**config.mk**
```make
export PLATFORM = sky130hd
export DESIGN_NAME = psram_cmd_scheduler
export DESIGN_NICKNAME = d
export VERILOG_FILES = /design/src/rtl/psram_cmd_scheduler_pkg.sv /design/src/rtl/psram_cmd_scheduler_sched_tag_fifo.sv /design/src/rtl/psram_cmd_scheduler.sv
export SDC_FILE = /design/constraint.sdc
export NUM_CORES = 1
export LEC_CHECK = 0
export CAP_MARGIN = 20
export CORE_AREA = 2 2 165 167
export DETAILED_ROUTE_END_ITERATION = 7
export DIE_AREA = 0 0 167 169
export DONT_BUFFER_PORTS = 1
export GPL_TIMING_DRIVEN = 0
export PLACE_DENSITY = 0.47
export SLEW_MARGIN = 20
export SYNTH_ARGS = -nofsm -noshare
export SYNTH_HDL_FRONTEND = slang
export SYNTH_SLANG_ARGS = --single-unit
```
**constraint.sdc**
```tcl
create_clock -name clk -period 2.78 [get_ports clk]
set_clock_uncertainty 0.1 [all_clocks]
set_input_delay 0.139 -clock clk [delete_from_list [all_inputs] [get_ports clk]]
set_output_delay 0.139 -clock clk [all_outputs]
set_load 0.01 [all_outputs]
```
**src/rtl/psram_cmd_scheduler_pkg.sv**
```systemverilog
// Shared types and constants for the PSRAM command scheduler.
package psram_cmd_scheduler_pkg;

  typedef enum logic {
    MEM_READ  = 1'b0,
    MEM_WRITE = 1'b1
  } mem_cmd_e;

  // Tcmd for burst-16 on the Gowin PSRAM HS controller.
  localparam int PSRAM_TCMD_BURST16 = 14;

  // Counter/index width that never collapses to zero bits.
  function automatic int cnt_w(input int n);
    return (n > 1) ? $clog2(n) : 1;
  endfunction

endpackage

```
**src/rtl/psram_cmd_scheduler_sched_tag_fifo.sv**
```systemverilog
// Read tag FIFO: remembers which master issued each outstanding read burst.
// Push while full is honoured only when a pop happens in the same cycle.
module sched_tag_fifo
  import psram_cmd_scheduler_pkg::*;
#(
  parameter int W     = 1,
  parameter int DEPTH = 2
) (
  input  logic         clk,
  input  logic         reset,
  input  logic         push,
  input  logic         pop,
  input  logic [W-1:0] din,
  output logic [W-1:0] dout,
  output logic         full,
  output logic         empty
);

  localparam int AW = cnt_w(DEPTH);
  localparam int CW = cnt_w(DEPTH + 1);

  logic [W-1:0]  mem [DEPTH];
  logic [AW-1:0] wr_ptr;
  logic [AW-1:0] rd_ptr;
  logic [CW-1:0] count;
  logic          do_push;
  logic          do_pop;

  assign full    = (count == CW'(DEPTH));
  assign empty   = (count == '0);
  assign do_pop  = pop && !empty;
  assign do_push = push && (!full || do_pop);
  assign dout    = mem[rd_ptr];

  function automatic logic [AW-1:0] ptr_nxt(input logic [AW-1:0] p);
    return (p == AW'(DEPTH - 1)) ? '0 : p + AW'(1);
  endfunction

  // Tag storage, no reset needed since empty gates every read.
  always_ff @(posedge clk) begin
    if (do_push) mem[wr_ptr] <= din;
  end

  // Pointers and occupancy.
  always_ff @(posedge clk) begin
    if (reset) begin
      wr_ptr <= '0;
      rd_ptr <= '0;
      count  <= '0;
    end else begin
      if (do_push) wr_ptr <= ptr_nxt(wr_ptr);
      if (do_pop)  rd_ptr <= ptr_nxt(rd_ptr);
      case ({do_push, do_pop})
        2'b10:   count <= count + CW'(1);
        2'b01:   count <= count - CW'(1);
        default: count <= count;
      endcase
    end
  end

endmodule

```
**src/rtl/psram_cmd_scheduler.sv**
```systemverilog
// N-master round-robin command scheduler in front of the PSRAM HS controller.
// Optional statistics counters: define PSRAM_SCHED_STATS_EN.
//
// Write window FSM:
//   state    | meaning
//   WR_IDLE  | no write burst in progress, new commands may issue
//   WR_BURST | forwarding the remaining write beats of the accepted writer
module psram_cmd_scheduler
  import psram_cmd_scheduler_pkg::*;
#(
  parameter int NUM_MASTERS     = 2,
  parameter int ADDR_W          = 21,
  parameter int DATA_W          = 64,
  parameter int MASK_W          = 8,
  parameter int CMD_GAP         = PSRAM_TCMD_BURST16,
  parameter int WR_BEATS        = 4,
  parameter int RD_BEATS        = 4,
  parameter int MAX_OUTSTANDING = 2,
  parameter int RD_DRAIN        = 32
) (
  input  logic                          clk,
  input  logic                          reset,
  input  logic                          calib,
  input  logic [NUM_MASTERS-1:0]        m_cmd_en,
  input  logic [NUM_MASTERS-1:0]        m_cmd,
  input  logic [NUM_MASTERS*ADDR_W-1:0] m_addr,
  input  logic [NUM_MASTERS*DATA_W-1:0] m_wr_data,
  input  logic [NUM_MASTERS*MASK_W-1:0] m_data_mask,
  output logic [NUM_MASTERS-1:0]        m_ready,
  output logic [DATA_W-1:0]             m_rd_data,
  output logic [NUM_MASTERS-1:0]        m_rd_data_valid,
  output logic                          mem_cmd_en,
  output logic                          mem_cmd,
  output logic [ADDR_W-1:0]             mem_addr,
  output logic [DATA_W-1:0]             mem_wr_data,
  output logic [MASK_W-1:0]             mem_data_mask,
  input  logic [DATA_W-1:0]             mem_rd_data,
  input  logic                          mem_rd_data_valid,
  output logic                          rd_orphan
`ifdef PSRAM_SCHED_STATS_EN
  ,
  output logic [NUM_MASTERS*16-1:0]     stat_cmds,
  output logic [NUM_MASTERS*16-1:0]     stat_stall
`endif
);

  localparam int PTR_W = cnt_w(NUM_MASTERS);
  localparam int GAP_W = cnt_w(CMD_GAP);
  localparam int WB_W  = cnt_w(WR_BEATS);
  localparam int RB_W  = cnt_w(RD_BEATS);
  localparam int DR_W  = cnt_w(RD_DRAIN + 1);

  typedef enum logic {WR_IDLE, WR_BURST} wr_state_e;

  wr_state_e        wr_state, wr_state_nxt;
  logic [GAP_W-1:0] gap;
  logic [WB_W-1:0]  wr_left;
  logic [PTR_W-1:0] rr_ptr, win, cand, wr_idx, head_tag;
  logic [RB_W-1:0]  beat_cnt;
  logic [DR_W-1:0]  drain;
  logic             can_issue, accept;
  logic             fifo_full, fifo_empty, fifo_push, fifo_pop, rd_live;

  // A returning beat is live only once the drain window is over and a tag waits.
  assign rd_live   = mem_rd_data_valid && (drain == '0) && !fifo_empty;
  assign fifo_pop  = rd_live && (beat_cnt == RB_W'(RD_BEATS - 1));
  assign fifo_push = accept && (mem_cmd_e'(m_cmd[win]) == MEM_READ);

  // Round-robin pick; reads are skipped while the tag FIFO cannot take them.
  always_comb begin
    can_issue = calib && (gap == '0) && (wr_state == WR_IDLE);
    accept    = 1'b0;
    win       = '0;
    cand      = '0;
    for (int k = NUM_MASTERS - 1; k >= 0; k--) begin
      cand = PTR_W'((int'(rr_ptr) + k) % NUM_MASTERS);
      if (m_cmd_en[cand] &&
          (mem_cmd_e'(m_cmd[cand]) == MEM_WRITE || !fifo_full || fifo_pop)) begin
        accept = 1'b1;
        win    = cand;
      end
    end
    accept  = accept && can_issue;
    m_ready = accept ? (NUM_MASTERS'(1) << win) : '0;
  end

  // Write window next state.
  always_comb begin
    wr_state_nxt = wr_state;
    case (wr_state)
      WR_IDLE:  if (accept && m_cmd[win] && (WR_BEATS > 1)) wr_state_nxt = WR_BURST;
      WR_BURST: if (wr_left == WB_W'(1)) wr_state_nxt = WR_IDLE;
      default:  wr_state_nxt = WR_IDLE;
    endcase
  end

  // Write window state register.
  always_ff @(posedge clk) begin
    if (reset) wr_state <= WR_IDLE;
    else       wr_state <= wr_state_nxt;
  end

  // Command issue: register the winner, arm the gap timer, advance the pointer.
  always_ff @(posedge clk) begin
    if (reset) begin
      mem_cmd_en    <= 1'b0;
      mem_cmd       <= 1'b0;
      mem_addr      <= '0;
      mem_wr_data   <= '0;
      mem_data_mask <= '0;
      gap           <= '0;
      rr_ptr        <= '0;
      wr_idx        <= '0;
      wr_left       <= '0;
    end else begin
      mem_cmd_en <= accept;
      if (accept) begin
        mem_cmd       <= m_cmd[win];
        mem_addr      <= m_addr[win*ADDR_W +: ADDR_W];
        mem_wr_data   <= m_wr_data[win*DATA_W +: DATA_W];
        mem_data_mask <= m_data_mask[win*MASK_W +: MASK_W];
        gap           <= GAP_W'(CMD_GAP - 1);
        rr_ptr        <= (win == PTR_W'(NUM_MASTERS - 1)) ? '0 : win + PTR_W'(1);
        wr_idx        <= win;
        wr_left       <= m_cmd[win] ? WB_W'(WR_BEATS - 1) : '0;
      end else begin
        if (gap != '0) gap <= gap - GAP_W'(1);
        if (wr_state == WR_BURST) begin
          mem_wr_data   <= m_wr_data[wr_idx*DATA_W +: DATA_W];
          mem_data_mask <= m_data_mask[wr_idx*MASK_W +: MASK_W];
          wr_left       <= wr_left - WB_W'(1);
        end
      end
    end
  end

  // Read return: drain after reset, route beats to the head tag, flag orphans.
  always_ff @(posedge clk) begin
    if (reset) begin
      drain           <= DR_W'(RD_DRAIN);
      beat_cnt        <= '0;
      m_rd_data       <= '0;
      m_rd_data_valid <= '0;
      rd_orphan       <= 1'b0;
    end else begin
      if (drain != '0) drain <= drain - DR_W'(1);
      m_rd_data_valid <= '0;
      if (rd_live) begin
        m_rd_data       <= mem_rd_data;
        m_rd_data_valid <= NUM_MASTERS'(1) << head_tag;
        beat_cnt        <= fifo_pop ? '0 : beat_cnt + RB_W'(1);
      end
      if (mem_rd_data_valid && (drain == '0) && fifo_empty) rd_orphan <= 1'b1;
    end
  end

  sched_tag_fifo #(
    .W     (PTR_W),
    .DEPTH (MAX_OUTSTANDING)
  ) u_tag_fifo (
    .clk   (clk),
    .reset (reset),
    .push  (fifo_push),
    .pop   (fifo_pop),
    .din   (win),
    .dout  (head_tag),
    .full  (fifo_full),
    .empty (fifo_empty)
  );

`ifdef PSRAM_SCHED_STATS_EN
  logic [15:0] cmds_q  [NUM_MASTERS];
  logic [15:0] stall_q [NUM_MASTERS];

  // Saturating per-master accept and stall counters.
  always_ff @(posedge clk) begin
    for (int i = 0; i < NUM_MASTERS; i++) begin
      if (reset) begin
        cmds_q[i]  <= '0;
        stall_q[i] <= '0;
      end else begin
        if (m_cmd_en[i] && m_ready[i] && cmds_q[i] != 16'hFFFF)
          cmds_q[i] <= cmds_q[i] + 16'd1;
        if (m_cmd_en[i] && !m_ready[i] && stall_q[i] != 16'hFFFF)
          stall_q[i] <= stall_q[i] + 16'd1;
      end
    end
  end

  for (genvar g = 0; g < NUM_MASTERS; g++) begin : g_stat
    assign stat_cmds[g*16 +: 16]  = cmds_q[g];
    assign stat_stall[g*16 +: 16] = stall_q[g];
  end
`endif

endmodule

```
==> reports/metrics.cfg <==
[global_route]
first_global_vias = 8681
antenna_found_initial = 0
grt_pass1_wl_um = 49900
grt.overflow.total = 0
grt_max_degree = 23
grt_usage_pct = 22.1

[die]
die_area_mm2 = 0.0282
die_x_um = 167
core_region_area_mm2 = 0.0265
io_pins = 422
num_rows = 60
dieHeight_um = 169
start_util_pct = 33.5

[layout]
regArea_mm2 = 0.00375
final_area_mm2 = 0.0127
diodes = 0
finish.net_count = 1499
n_fill_cell = 2468
syn_to_final_growth_pct = 43.3
drive_above_1_share_pct = 14.1
multiInputGateArea_mm2 = 0.00478
final_cells = 1589

[route]
routedWlPerCell_um = 20.6
vias = 8536
drtAntennaViolNets = 0
wirelength_um = 32700
dr.pass1.iters = 4
route.detailed.drc = 0
drtIter0Drc = 431
avgViaCountPerCell = 5.37

[min_path]
hp-start = mem_rd_data_valid
hold_end = beat_cnt[0]
holdPathStages = 3
hp-class = in2reg

[placed_design]
placed_cell_area_mm2 = 0.00931
dp_cells = 1295
hpwl_um = 22700
port_buffers = 0
routabilityCongestion = 0.805

[worst_setup_path]
worstPathMaxFanout = 5
cp-end-kind = flop
crit_required_ps = 3040
r2r-end = u_tag_fifo.count[1]
r2r_cells = 13
r2r_slack_ps = 40
cp-start-kind = flop
crit_type = reg2reg
r2r_start = gap[0]
cp.arrival_ps = 3000

[run]
cap_violations = 0

[synthesis]
syn_area_mm2 = 0.00888
syn_nets = 1218
ys_seq_elements = 186
synth.yosys.warnings = 0
synth_cell_type_count = 46
syn-instance-count = 954
avgSynthCellArea_um2 = 9.31
synth-seq-area-share_pct = 42.2

[power_and_ir_drop]
p_per_area_mw_per_mm2 = 842
leakage_nw = 4.47
vdd_drop_max_uv = 417
power.total_mw = 10.7

[timing]
worstMarginPinSlew_ps = 876
rsz0062_at_grt = yes
relSlewSlack_pct = 41.6
fmax_mhz = 365
whs_ps = 39.7
setup_viol = 0
min_period_ps = 2740
hold_viol_final = 0
slew_violations = 0
period_share_pct = 98.5

[cts]
insertion_delay_ps = 440
cts_buffer_depth = 2
clk_pin_slew_ps = 80
cts_tree = built
cts-buffers-inserted = 17
cts_num_sinks = 186
root_buffer = clkbuf_16
htree_levels = 4

[run_status]
outcome = complete, no violations

## timing repair
| item | CTS | global route |
|---|---|---|
| pin swaps | 5 | 14 |
| endpoints found under the setup margin | 113 | 88 |
| setup buffers | 3 | 10 |
| resized for setup | 28 | 23 |
| hold endpoints to repair | 158 | 0 |
| hold buffers | 251 | 0 |
| gates cloned | 0 | 0 |
## worst max path at each step
stage / startpoint / to / slack (ps) / cells after the start
final: gap[0] / u_tag_fifo.count[1] / 40 / 13
after detailed placement: gap[0] / u_tag_fifo.count[1] / -340 / 11
after floorplan: gap[0] / u_tag_fifo.count[1] / 30 / 11
after global routing: gap[0] / u_tag_fifo.count[1] / -100 / 13
after global placement: gap[0] / u_tag_fifo.count[1] / -330 / 11
after CTS: gap[1] / u_tag_fifo.count[1] / -20 / 11
## logic make-up after synthesis
group | count (synthesis) | share of synthesized area (%)
buffers and inverters | 99 | 5.26
DFF | 186 | 42.2
AOI/OAI and AO/OA | 261 | 21.3
xor gates and xnor gates | 9 | 0.888
and+or+nand+nor | 245 | 11.8
adders and majority gates | 6 | 0.845
muxes | 148 | 17.7
## cell type report
cell class	instances	share of cell area, %
buffer	88	3.86
clock buffer	17	3.34
tap	341	3.35
clock inverter	15	1.62
sequential	186	29.4
timing repair buffer	264	20.5
inverter	9	0.285
multi-input combinational	669	37.6
## report_power, final
part           switching, mW  internal, mW  total (mW)
sequential              1.02          3.48        4.49
combinational           1.81          1.81        3.62
clock                   1.35          1.25        2.60
total                   4.17          6.54        10.7
## cell usage after synthesis, drive strengths merged
master / instances / share of area [%]
o2111a: 1 / 0.13
edfxtp: 2 / 0.68
a211oi: 4 / 0.34
o221ai: 1 / 0.17
or3b: 1 / 0.099
a311oi: 21 / 2.1
a21o: 2 / 0.18
a211o: 1 / 0.099
clkbuf: 50 / 2.1
a2111oi: 1 / 0.099
a21oi: 149 / 8.4
mux2: 73 / 9.3
xor2: 2 / 0.20
mux2i: 75 / 8.5
or3: 4 / 0.28
nor2b: 1 / 0.070
buf: 40 / 2.8
nor3b: 3 / 0.38
and2: 3 / 0.21
nand3: 2 / 0.11
and4b: 1 / 0.11
a31o: 1 / 0.099
nor3: 29 / 1.6
o2111ai: 1 / 0.099
o21ai: 3 / 0.17
a32oi: 1 / 0.099
xnor2: 7 / 0.69
nor2: 16 / 0.70
nand2: 176 / 7.4
nand3b: 2 / 0.17
nand2b: 5 / 0.35
inv: 9 / 0.38
o221a: 72 / 9.1
ha: 6 / 0.85
nor4b: 1 / 0.17
dfxtp: 184 / 41
a31oi: 3 / 0.21
nor4bb: 1 / 0.11
## per-stage QoR
| stage | utilization (%) | setup slack, ps | TNS, ps |
|---|---|---|---|
| after global placement | 35.1 | -330 | -20380 |
| after floorplan | - | 25.8 | 0 |
| after CTS | 47.4 | -23.9 | -45.3 |
| after detailed placement | 35.1 | -335 | -17340 |
| after global routing | 48.0 | -95.5 | -125 |
| final | 48.0 | 40.4 | 0 |
## flip-flops by register name, indices dropped and copies added (netlist names), named ones only
name / count
m_rd_data_valid: 2
mem_wr_data: 64
beat_cnt: 2
u_tag_fifo.count: 2
wr_left: 2
mem_cmd_en: 1
u_tag_fifo.wr_ptr: 1
rd_orphan: 1
rr_ptr: 1
gap: 4
wr_state: 1
m_rd_data: 64
mem_cmd: 1
mem_data_mask: 8
drain: 6
mem_addr: 21
u_tag_fifo.rd_ptr: 1
u_tag_fifo.mem: 2
wr_idx: 1
## layout by cell type, fill, tap and decap left out, types with 15 or more instances in the layout
cell	synthesis	layout
nand2_1	176	176
clkbuf_16	0	18
nor3_1	29	29
mux2_2	73	73
a311oi_1	21	21
a21oi_1	149	148
dfxtp_1	184	182
clkbuf_1	50	43
o221a_1	70	70
dlygate4sd3_1	0	251
buf_4	4	15
mux2i_1	75	75
## critical path, cell delays in order, from the launching register on
cell	delay, ps
dfxtp_2	330
inv_2	60
ha_4	140
or3b_1	360
buf_6	150
nor3b_4	240
buf_4	170
a31oi_4	100
a21oi_2	210
inv_2	70
ha_4	160
xnor2_2	130
or3_1	350
a21oi_1	120
## layer usage
| layer | share of wire, % | GRT usage [%] |
|---|---|---|
| met5 | 0 | 0 |
| met4 | 1.8 | 5.96 |
| met3 | 8.5 | 6.92 |
| met2 | 49 | 38.7 |
| met1 | 40 | 26.2 |
(Power assumes the default switching activity.)
